--- src/rtl/rtc_sched_pkg.sv ---
// Shared types and constants for the RTC bus access scheduler.
// It holds the state encoding, the bus-select codes and the owner indices.
package rtc_sched_pkg;

  typedef enum logic [2:0] {
    IDLE,
    G_INIC,
    G_ESC,
    G_LEC,
    GAP
  } sched_state_t;

  localparam logic [1:0] SEL_NONE = 2'b00;
  localparam logic [1:0] SEL_INIC = 2'b01;
  localparam logic [1:0] SEL_ESC  = 2'b10;
  localparam logic [1:0] SEL_LEC  = 2'b11;

  localparam int DEFAULT_WINDOW = 422;
  localparam int DEFAULT_GAP    = 8;

  // Bit positions of each owner in the request/pending/do_it/done vectors
  localparam int NUM_OWNERS = 3;
  localparam int OWN_INIC   = 0;
  localparam int OWN_ESC    = 1;
  localparam int OWN_LEC    = 2;

  function automatic int max_of(input int a, input int b);
    return (a > b) ? a : b;
  endfunction

  function automatic logic [NUM_OWNERS-1:0] owner_mask(input sched_state_t s);
    case (s)
      G_INIC:  return 3'b001;
      G_ESC:   return 3'b010;
      G_LEC:   return 3'b100;
      default: return 3'b000;
    endcase
  endfunction

  function automatic logic [1:0] sel_code(input sched_state_t s);
    case (s)
      G_INIC:  return SEL_INIC;
      G_ESC:   return SEL_ESC;
      G_LEC:   return SEL_LEC;
      default: return SEL_NONE;
    endcase
  endfunction

endpackage

--- src/rtl/rtc_tick_gen.sv ---
// Periodic read tick: one-cycle pulse every READ_PERIOD enabled cycles.
// Dropping en holds the timer at zero so the period restarts from scratch.
module rtc_tick_gen #(
  parameter int READ_PERIOD = 1000000
) (
  input  logic clk,
  input  logic reset,
  input  logic en,
  output logic tick
);

  localparam int TW = (READ_PERIOD > 1) ? $clog2(READ_PERIOD) : 1;
  localparam logic [TW-1:0] LAST = TW'(READ_PERIOD - 1);

  logic [TW-1:0] count;

  always_ff @(posedge clk) begin
    if (reset || !en) begin
      count <= '0;
    end else if (count == LAST) begin
      count <= '0;
    end else begin
      count <= count + TW'(1);
    end
  end

  assign tick = en && (count == LAST);

endmodule

--- src/rtl/rtc_access_scheduler.sv ---
// Time-multiplexes the single RTC bus engine between init, user write and
// periodic read owners, with fixed-length windows separated by idle gaps.
module rtc_access_scheduler
  import rtc_sched_pkg::*;
#(
  parameter int INIC_CYCLES = DEFAULT_WINDOW,
  parameter int ESC_CYCLES  = DEFAULT_WINDOW,
  parameter int LEC_CYCLES  = DEFAULT_WINDOW,
  parameter int GAP_CYCLES  = DEFAULT_GAP,
  parameter int READ_PERIOD = 1000000,
  parameter bit POR_INIT    = 1'b1
) (
  input  logic       clk,
  input  logic       reset,
  input  logic       req_inic,
  input  logic       req_esc,
  input  logic       en_lec,
  output logic       do_it_inic,
  output logic       do_it_esc,
  output logic       do_it_lec,
  output logic [1:0] sel_bus,
  output logic       busy,
  output logic       inic_done,
  output logic       esc_done,
  output logic       lec_done,
  output logic       init_ok
);

  localparam int MAX_LEN = max_of(max_of(INIC_CYCLES, ESC_CYCLES),
                                  max_of(LEC_CYCLES, GAP_CYCLES));
  localparam int CW = max_of(9, $clog2(MAX_LEN + 1));
  // Arbitration happens on the last GAP cycle, so with the one-cycle grant
  // latency the next window starts exactly GAP_CYCLES idle cycles later.
  // GAP_CYCLES must therefore be at least 2.
  localparam logic [CW-1:0] GAP_ARB = CW'(GAP_CYCLES - 2);

  sched_state_t          state;
  logic [CW-1:0]         cnt;
  logic [NUM_OWNERS-1:0] pend;
  logic [NUM_OWNERS-1:0] take;
  logic [NUM_OWNERS-1:0] req_vec;
  logic [NUM_OWNERS-1:0] do_it_q;
  logic [NUM_OWNERS-1:0] done_q;
  logic                  tick;
  logic                  arb_point;
  sched_state_t          grant;
  logic [CW-1:0]         win_len;

  rtc_tick_gen #(
    .READ_PERIOD(READ_PERIOD)
  ) u_tick (
    .clk  (clk),
    .reset(reset),
    .en   (en_lec),
    .tick (tick)
  );

  assign req_vec = {tick, req_esc, req_inic};

  for (genvar gi = 0; gi < NUM_OWNERS; gi++) begin : g_pend
    logic pend_q;
    always_ff @(posedge clk) begin
      if (reset) begin
        pend_q <= (gi == OWN_INIC) ? POR_INIT : 1'b0;
      end else if ((gi == OWN_LEC) && !en_lec) begin
        pend_q <= 1'b0;
      end else begin
        pend_q <= (pend_q & ~take[gi]) | req_vec[gi];
      end
    end
    assign pend[gi] = pend_q;
  end

  always_comb begin
    grant = IDLE;
    if (pend[OWN_INIC]) begin
      grant = G_INIC;
    end else if (init_ok && pend[OWN_ESC]) begin
      grant = G_ESC;
    end else if (init_ok && pend[OWN_LEC]) begin
      grant = G_LEC;
    end
    arb_point = (state == IDLE) || ((state == GAP) && (cnt == GAP_ARB));
    take      = arb_point ? owner_mask(grant) : '0;

    win_len = '0;
    case (state)
      G_INIC:  win_len = CW'(INIC_CYCLES);
      G_ESC:   win_len = CW'(ESC_CYCLES);
      G_LEC:   win_len = CW'(LEC_CYCLES);
      default: win_len = '0;
    endcase
  end

  always_ff @(posedge clk) begin
    if (reset) begin
      state   <= IDLE;
      cnt     <= '0;
      do_it_q <= '0;
      done_q  <= '0;
      sel_bus <= SEL_NONE;
      busy    <= 1'b0;
      init_ok <= 1'b0;
    end else begin
      done_q <= '0;
      case (state)
        IDLE, GAP: begin
          if (arb_point) begin
            state <= grant;
            cnt   <= '0;
            busy  <= (grant != IDLE);
          end else begin
            cnt <= cnt + 1'b1;
          end
        end
        G_INIC, G_ESC, G_LEC: begin
          if (cnt == win_len) begin
            state   <= GAP;
            cnt     <= '0;
            do_it_q <= '0;
            sel_bus <= SEL_NONE;
            done_q  <= owner_mask(state);
            if (state == G_INIC) begin
              init_ok <= 1'b1;
            end
          end else begin
            cnt     <= cnt + 1'b1;
            do_it_q <= owner_mask(state);
            sel_bus <= sel_code(state);
          end
        end
        default: begin
          state <= IDLE;
          cnt   <= '0;
          busy  <= 1'b0;
        end
      endcase
    end
  end

  assign do_it_inic = do_it_q[OWN_INIC];
  assign do_it_esc  = do_it_q[OWN_ESC];
  assign do_it_lec  = do_it_q[OWN_LEC];
  assign inic_done  = done_q[OWN_INIC];
  assign esc_done   = done_q[OWN_ESC];
  assign lec_done   = done_q[OWN_LEC];

endmodule

--- config.mk ---
export PLATFORM = sky130hd
export DESIGN_NAME = rtc_access_scheduler
export DESIGN_NICKNAME = d
export VERILOG_FILES = /design/src/rtl/rtc_sched_pkg.sv /design/src/rtl/rtc_tick_gen.sv /design/src/rtl/rtc_access_scheduler.sv
export SDC_FILE = /design/constraint.sdc
export NUM_CORES = 1
export LEC_CHECK = 0
export CAP_MARGIN = 20
export CELL_PAD_IN_SITES_DETAIL_PLACEMENT = 0
export CELL_PAD_IN_SITES_GLOBAL_PLACEMENT = 1
export CORE_MARGIN = 4
export CORE_UTILIZATION = 39
export DETAILED_ROUTE_END_ITERATION = 8
export GPL_ROUTABILITY_DRIVEN = 1
export PLACE_DENSITY_LB_ADDON = 0.1
export SETUP_SLACK_MARGIN = 0.1
export SLEW_MARGIN = 20
export SYNTH_ARGS = -nofsm -noshare
export SYNTH_HDL_FRONTEND = slang
export SYNTH_SLANG_ARGS = --single-unit
--- constraint.sdc ---
create_clock -name clk -period 1.9 [get_ports clk]
set_clock_uncertainty 0.1 [all_clocks]
set_input_delay 0.38 -clock clk [delete_from_list [all_inputs] [get_ports clk]]
set_output_delay 0.38 -clock clk [all_outputs]
set_load 0.01 [all_outputs]
==> summary.md, run 1 <==
| Metric | Value |
|---|---|
| Sequential fraction of the synthesis area | `0.453` |
| Yosys cell types | `43` |
| Design Area, Final | `about 2500 sq um` |
| Fin crit share | `0.913` |
| Final Max Slew Viols | `0` |
| Dpl cell area | `~2300 sq um` |
| Via count | `between 1500 and 2000` |
| Area delta synth->final | `25.1%` |
| Die width | `a little under 80 um` |
| Crit path max fanout | `4` |
| Net count after synthesis | `around 240` |
| First-pass GRT wire length | `roughly 7.2 mm` |
| # setup viols final | `0` |
| Leakage | `roughly 0.86 nW` |
| # fillers | `~490` |
| TritonCTS Sinks | `between 40 and 50` |
| Num CTS Buffers | `5` |
| Via density | `approximately 5.2` |
| RSZ-0062 raised after global routing | `true` |
| Register area | `a little over 900 sq um` |
| Crit end category | `flop` |
| Async set-reset flop share out of synthesis | `0` |
| DRC errors left | `0` |
| HP Class | `reg -> reg` |
| Req. time, crit path | `2.04 ns` |
| Seq cells post-synth | `45` |
| Synth Flop Type | `dfxtp_1` |
| Worst Setup Path Type | `reg -> reg` |
| Max-cap check violation count | `0` |
| IO Count | `15` |
| H-tree depth | `2` |
| Peak supply drop | `around 420 uV` |
| Post-Route Utilization | `0.516` |
| Initial antenna violation count | `0` |
| Ant. Diodes | `0` |
| Synth warn | `0` |
| Final Hold Viols | `0` |
| DP HPWL | `just over 3 mm` |
| Starting DRT DRC Count | `105` |
| Mapped Avg Cell Area | `~8.7 sq um` |
| Achievable Freq | `around 580 MHz` |
| Routed length per instance | `12.8 um` |
| Row cnt | `25` |
| Clk buf depth | `2` |
| Setup TNS | `0 ns` |
| Final min period | `1.73 ns` |
| TritonCTS clock tree | `done` |
| Share of cells above drive strength 1 | `0.166` |
| Buffers on Ports | `14` |
| GRT Util Overall | `0.147` |
| PnR worst setup slack | `~0.17 ns` |
| CP arrival | `between 1.5 and 2 ns` |
| Worst-Skew Late Latency | `~0.30 ns` |
| DRT Pass-1 Iters | `4` |
| Die H | `between 70 and 80 um` |
| Post-Syn Area | `between 1500 and 2000 sq um` |
| Pin count of the biggest net entering global routing | `16` |
| GP Congestion | `roughly 0.75` |
| Remaining antenna violation count after routing | `0` |
| Final WL | `~4.2 mm` |
| Clock Tree Root | `clkbuf_8` |
| Dpl ws | `0.0754 ns` |
| Slew @ Worst Pin | `~0.43 ns` |
| Launching element type of the critical path | `flop` |
| Outcome | `finished, final reports clean` |
| Hold Buf Count CTS | `0` |
| Cell Pwr Density | `757 nW/um^2` |
| Cells after synthesis | `229` |
| GRT overflow | `0` |
| Post-synth EDFFs | `0` |
| Clock Pin Slew Worst Setup and Hold Paths | `about 0.080 ns` |
| Worst slew margin | `0.711` |
| Die area | `about 6300 sq um` |
| Starting Density | `0.412` |
| Vias in the first global route | `approximately 1600` |
| Core area | `4820 sq um` |
| Final net count | `~270` |
| Area of the multi-input gates | `1040 sq um` |
[power by group]
group,internal (mW),leakage (nW),switching [mW]
logic,0.109,0.435,0.121
registers,0.973,0.367,0.0290
clock network,0.329,0.0542,0.319
total,1.41,0.856,0.470
[layout make-up]
type | instances | share of cell area
timing repair buffer | 38 | 0.134
multi-input combinational | 168 | 0.417
clock inverter | 1 | 0.00201
sequential | 45 | 0.366
clock buffer | 7 | 0.0388
tap | 67 | 0.0337
inverter | 6 | 0.00906
[critical path, stage by stage (launching register included)]
cell and delay (ns):
dfxtp_1 0.38, ha_1 0.18, nand2_1 0.11, or3_1 0.42, or3_1 0.36, a21oi_1 0.14
[path summary, 6_finish.rpt]
kind,endpoint,from,cells after the start,slack [ns]
worst max register to register,u_tick.count[14],u_tick.count[1],5,0.17
worst max-delay path,u_tick.count[14],u_tick.count[1],5,0.17
worst min register to register,u_tick.count[0],u_tick.count[0],1,0.35
worst min-delay path,u_tick.count[0],u_tick.count[0],1,0.35
[what timing repair did]
item	CTS	global route
endpoints found under the hold margin	0	0
setup endpoints to repair	4	15
pin swaps	1	2
buffers inserted	2	1
gates resized for setup	3	6
[cells in the final DEF, fill, tap and decap left out, types with 5 or more instances in the layout]
cell,count
clkdlybuf4s50_1,14
clkbuf_8,7
o21ai_0,7
nand2_1,20
dfxtp_1,40
xnor2_1,9
o31ai_1,6
or3_1,5
inv_1,5
a21oi_1,10
nor2_1,30
nand3_1,13
buf_4,23
xor2_1,9
[metrics by stage]
| stage | std cells | hold WS (ns) | total power, mW |
|---|---|---|---|
| 4_1_cts | 331 | 0.380 | 1.91 |
| 3_5_place_dp | 321 | 0.367 | 1.25 |
| 6_report | 332 | 0.350 | 1.88 |
| 2_1_floorplan | 229 | 0.338 | 1.14 |
| 5_1_grt | 332 | 0.397 | 1.98 |
| 3_3_place_gp | 321 | 0.361 | 1.25 |
[state kept, by name, summed over array words and instances (netlist names)]
signal / flops
do_it_q: 3
done_q: 3
u_tick.count: 20
busy: 1
g_pend.pend_q: 3
cnt: 9
sel_bus: 2
state: 3
init_ok: 1
[cell usage after synthesis (3+ instances only)]
cell type,count,area [sq um]
nor4_1,5,31.3
nand3_1,13,65.1
xnor2_1,9,78.8
dfxtp_1,45,901
or4_1,4,30.0
nand4_1,4,25.0
or3_1,6,37.5
o31ai_1,6,45.0
nor3_1,4,20.0
inv_1,5,18.8
nand2_1,20,75.1
and4_1,3,26.3
nor2_1,30,113
nor4b_1,4,35.0
and3_1,4,25.0
o32ai_1,4,35.0
a21oi_1,10,50.1
xor2_1,9,78.8
o21ai_0,7,35.0
clkbuf_1,7,26.3
a31oi_1,4,25.0
ha_1,3,37.5
[routing by layer]
layer | part of all wire | routed length (um) | vias up | track usage
met5 | 0 | 0 | - | 0
met4 | 0.014 | 59 | 0 | 0.0533
met3 | 0.039 | 165 | 6 | 0.0474
met2 | 0.42 | 1780 | 23 | 0.207
met1 | 0.53 | 2230 | 801 | 0.208
li1 | - | - | 898 | -
[cells by family (layout without fill, tap and decap cells)]
group           Yosys count  after routing  share of synthesized area
compound gates           44             44                      0.152
xor+xnor                 18             18                     0.0793
fa+ha+maj                 3              3                     0.0189
buf+inv                  16             52                     0.0315
flops                    45             45                      0.453
simple gates            103            103                      0.265
Power figures use the tool's default switching activity.
==> run 2, diff against run 1 <==
--- a/config.mk
+++ b/config.mk
@@ -17,4 +17,5 @@
 export SLEW_MARGIN = 20
 export SYNTH_ARGS = -nofsm -noshare
 export SYNTH_HDL_FRONTEND = slang
+export SYNTH_HIERARCHICAL = 1
 export SYNTH_SLANG_ARGS = --single-unit
==> run 2 against run 1 <==
Against the previous run: fmax fell by 0.42%; synthesized area is 2.9% higher; final area rose by 9.3%; final cell count increased by 7.2%; wire length increased by 12%; flip-flop and latch count did not move; clock-buffer cell count is 1 lower; core utilization rose by 1.6 points; global-route usage increased by 0.77 points; clock power fell by 12%; sequential share of layout area down 3.0 points; sequential power is 12% higher.
==> summary.md, run 2 <==
| Metric | Value |
|---|---|
| Hold Buf Count CTS | `0` |
| Synth area leader | `dfxtp_1` |
| TritonCTS clock tree | `done` |
| Max reg flops | `20` |
| Final Max Slew Viols | `0` |
| Initial antenna violation count | `0` |
| # setup viols final | `0` |
| Mapped Avg Cell Area | `8.77 sq um` |
| Setup TNS | `0 ns` |
| Psw | `0.798 mW` |
| Vias in the first global route | `~1600` |
| Post-synthesis compound-gate area fraction | `0.132` |
| Die area | `6460 sq um` |
| RSZ-0062 raised after global routing | `true` |
| Adder-Cell Fraction of Synth Area | `0.0184` |
| Area delta synth->final | `32.9%` |
| Post-route insts no fill | `between 300 and 400` |
| DRC errors left | `0` |
| Ant. Diodes | `0` |
| Via count | `around 1800` |
| Area of the multi-input gates | `1190 sq um` |
| HP Class | `reg -> reg` |
| Fraction of synthesized cell area in xor and xnor cells | `0.0857` |
| Leakage | `0.944 nW` |
| Largest regs | `u_tick/count x20, cnt x9` |
| Switching share of power | `0.323` |
| Commonest cells post-synth | `dfxtp_1 (45), nor2_1 (38), nand2_1 (18), nand3_1 (13), xnor2_1 (12)` |
| Post-synthesis mux area share | `0` |
| First-pass GRT wire length | `approximately 7.9 mm` |
| Sequential fraction of the synthesis area | `0.441` |
| Worst-Skew Late Latency | `between 0.2 and 0.3 ns` |
| DP HPWL | `between 3 and 4 mm` |
| Post-Syn Area | `between 2000 and 2500 sq um` |
| Post-Route Utilization | `0.532` |
| Crit path max fanout | `4` |
| Combinational power share | `0.314` |
| Clock Tree Root | `clkbuf_8` |
| Async set-reset flop share out of synthesis | `0` |
| Cell total after placement | `338` |
| Seq pwr share | `0.455` |
| Net count after synthesis | `241` |
| Commonest cells after routing, fill and taps aside | `nor2_1 (38), dfxtp_1 (35), buf_4 (31)` |
| Post-synth EDFFs | `0` |
| Via density | `a little over 5` |
| Final WL | `between 4 and 5 mm` |
| P_int | `around 1.7 mW` |
| GP Congestion | `between 0.7 and 0.8` |
| Crit end category | `flop` |
| Cells after synthesis | `between 200 and 250` |
| Post-synthesis simple-gate area fraction | `0.303` |
| Clock power frac | `0.230` |
| Routed length per instance | `13.3 um` |
| IO Count | `15` |
| Clock Pin Slew Worst Setup and Hold Paths | `0.08 ns` |
| Most common cell in the netlist | `dfxtp_1` |
| Design Area, Final | `between 2000 and 3000 sq um` |
| Die width | `a little over 80 um` |
| Most common cell after layout, fill and taps aside | `nor2_1` |
| H-tree depth | `2` |
| GRT overflow | `0` |
| Clk buf depth | `2` |
| Final Hold Viols | `0` |
| Remaining antenna violation count after routing | `0` |
| Largest family of logic cells by synthesized area | `simple AND/OR/NAND/NOR gates` |
| # fillers | `slightly below 500` |
| Synth top area cells | `dfxtp_1 (44%), nor2_1 (7.0%), xnor2_1 (5.1%)` |
| Final net count | `around 290` |
| Final min period | `1.74 ns` |
| GRT Util Overall | `0.154` |
| Num CTS Buffers | `5` |
| Synth Flop Type | `dfxtp_1` |
| Cell Pwr Density | `908 nW/um^2` |
| Share of cells above drive strength 1 | `0.255` |
| Achievable Freq | `between 500 and 600 MHz` |
| Seq cells post-synth | `45` |
| Synth warn | `6` |
| Worst Setup Path Type | `reg -> reg` |
| Slew @ Worst Pin | `between 0.4 and 0.5 ns` |
| DRT Pass-1 Iters | `4` |
| Req. time, crit path | `between 1.5 and 2 ns` |
| Synth top area share | `0.441` |
| Max-cap check violation count | `0` |
| Peak supply drop | `410 uV` |
| Buffers on Ports | `14` |
| Dpl cell area | `2450 sq um` |
| Starting Density | `0.400` |
| Outcome | `finished, final reports clean` |
| Starting DRT DRC Count | `126` |
| Pin count of the biggest net entering global routing | `14` |
| Die H | `80.4 um` |
| CP arrival | `1.82 ns` |
| Worst slew margin | `0.672` |
| Row cnt | `26` |
| Register area | `approximately 910 sq um` |
| Yosys cell types | `45` |
| Fin crit share | `0.916` |
| Launching element type of the critical path | `flop` |
| PnR Total Power | `between 2 and 2.5 mW` |
| Core area | `between 5000 and 6000 sq um` |
| Most flops, register | `u_tick/count` |
| TritonCTS Sinks | `45` |
-- run 2: timing repair --
item	CTS	global route
setup endpoints to repair	12	38
gates resized for setup	2	27
pin swaps	0	8
buffers inserted	0	7
cloned	1	2
-- run 2: logic make-up (layout without fill, tap and decap cells) --
logic type,after synthesis,after routing
AO/OA/AOI/OAI,37,38
XOR/XNOR,20,20
buffers and inverters,11,63
adder cells (fa/ha/maj),3,3
flip-flops,45,45
AND/OR/NAND/NOR,117,117
-- run 2: routing by layer --
layer  track usage  part of all wire
met1         0.231              0.51
met2         0.215              0.42
met3        0.0392             0.049
met4        0.0456             0.012
met5             0                 0
-- run 2: through the flow --
step,hold slack (ns),setup slack [ns]
after CTS,0.369,0.0979
final,0.331,0.159
after global routing,0.358,0.0461
after floorplan,0.330,0.103
after global placement,0.343,0.0794
after detailed placement,0.353,0.0758
-- run 2: worst paths after layout --
check                   from                to  slack, ns  cells past startpoint
max                   cnt[3]  g_pend[1].pend_q       0.16                      4
max reg2reg           cnt[3]  g_pend[1].pend_q       0.16                      4
min          u_tick/count[0]   u_tick/count[0]       0.33                      1
min reg2reg  u_tick/count[0]   u_tick/count[0]       0.33                      1
-- run 2: power by group through the flow --
| stage | clock network, mW | logic, mW | registers [mW] |
|---|---|---|---|
| 2_1_floorplan | 0 | 0.383 | 1.13 |
| 3_3_place_gp | 0 | 0.661 | 1.14 |
| 3_5_place_dp | 0 | 0.659 | 1.14 |
| 4_1_cts | 0.592 | 0.704 | 1.12 |
| 5_1_grt | 0.627 | 0.851 | 1.14 |
| 6_report | 0.568 | 0.775 | 1.12 |
-- run 2: worst max-delay path: stages, from the launching register on --
cell and delay [ns]:
dfxtp_2 0.33, or3_4 0.39, o31a_1 0.38, nor4b_4 0.32, o2bb2ai_1 0.11
-- run 2: area by class of cell --
cell class | count | share of cell area
repair buffers | 49 | 0.154
multi-input cells | 178 | 0.439
well taps | 70 | 0.0322
clock inverters | 2 | 0.00368
clock buffers | 6 | 0.0267
inverters | 6 | 0.00829
flip-flops and latches | 45 | 0.336
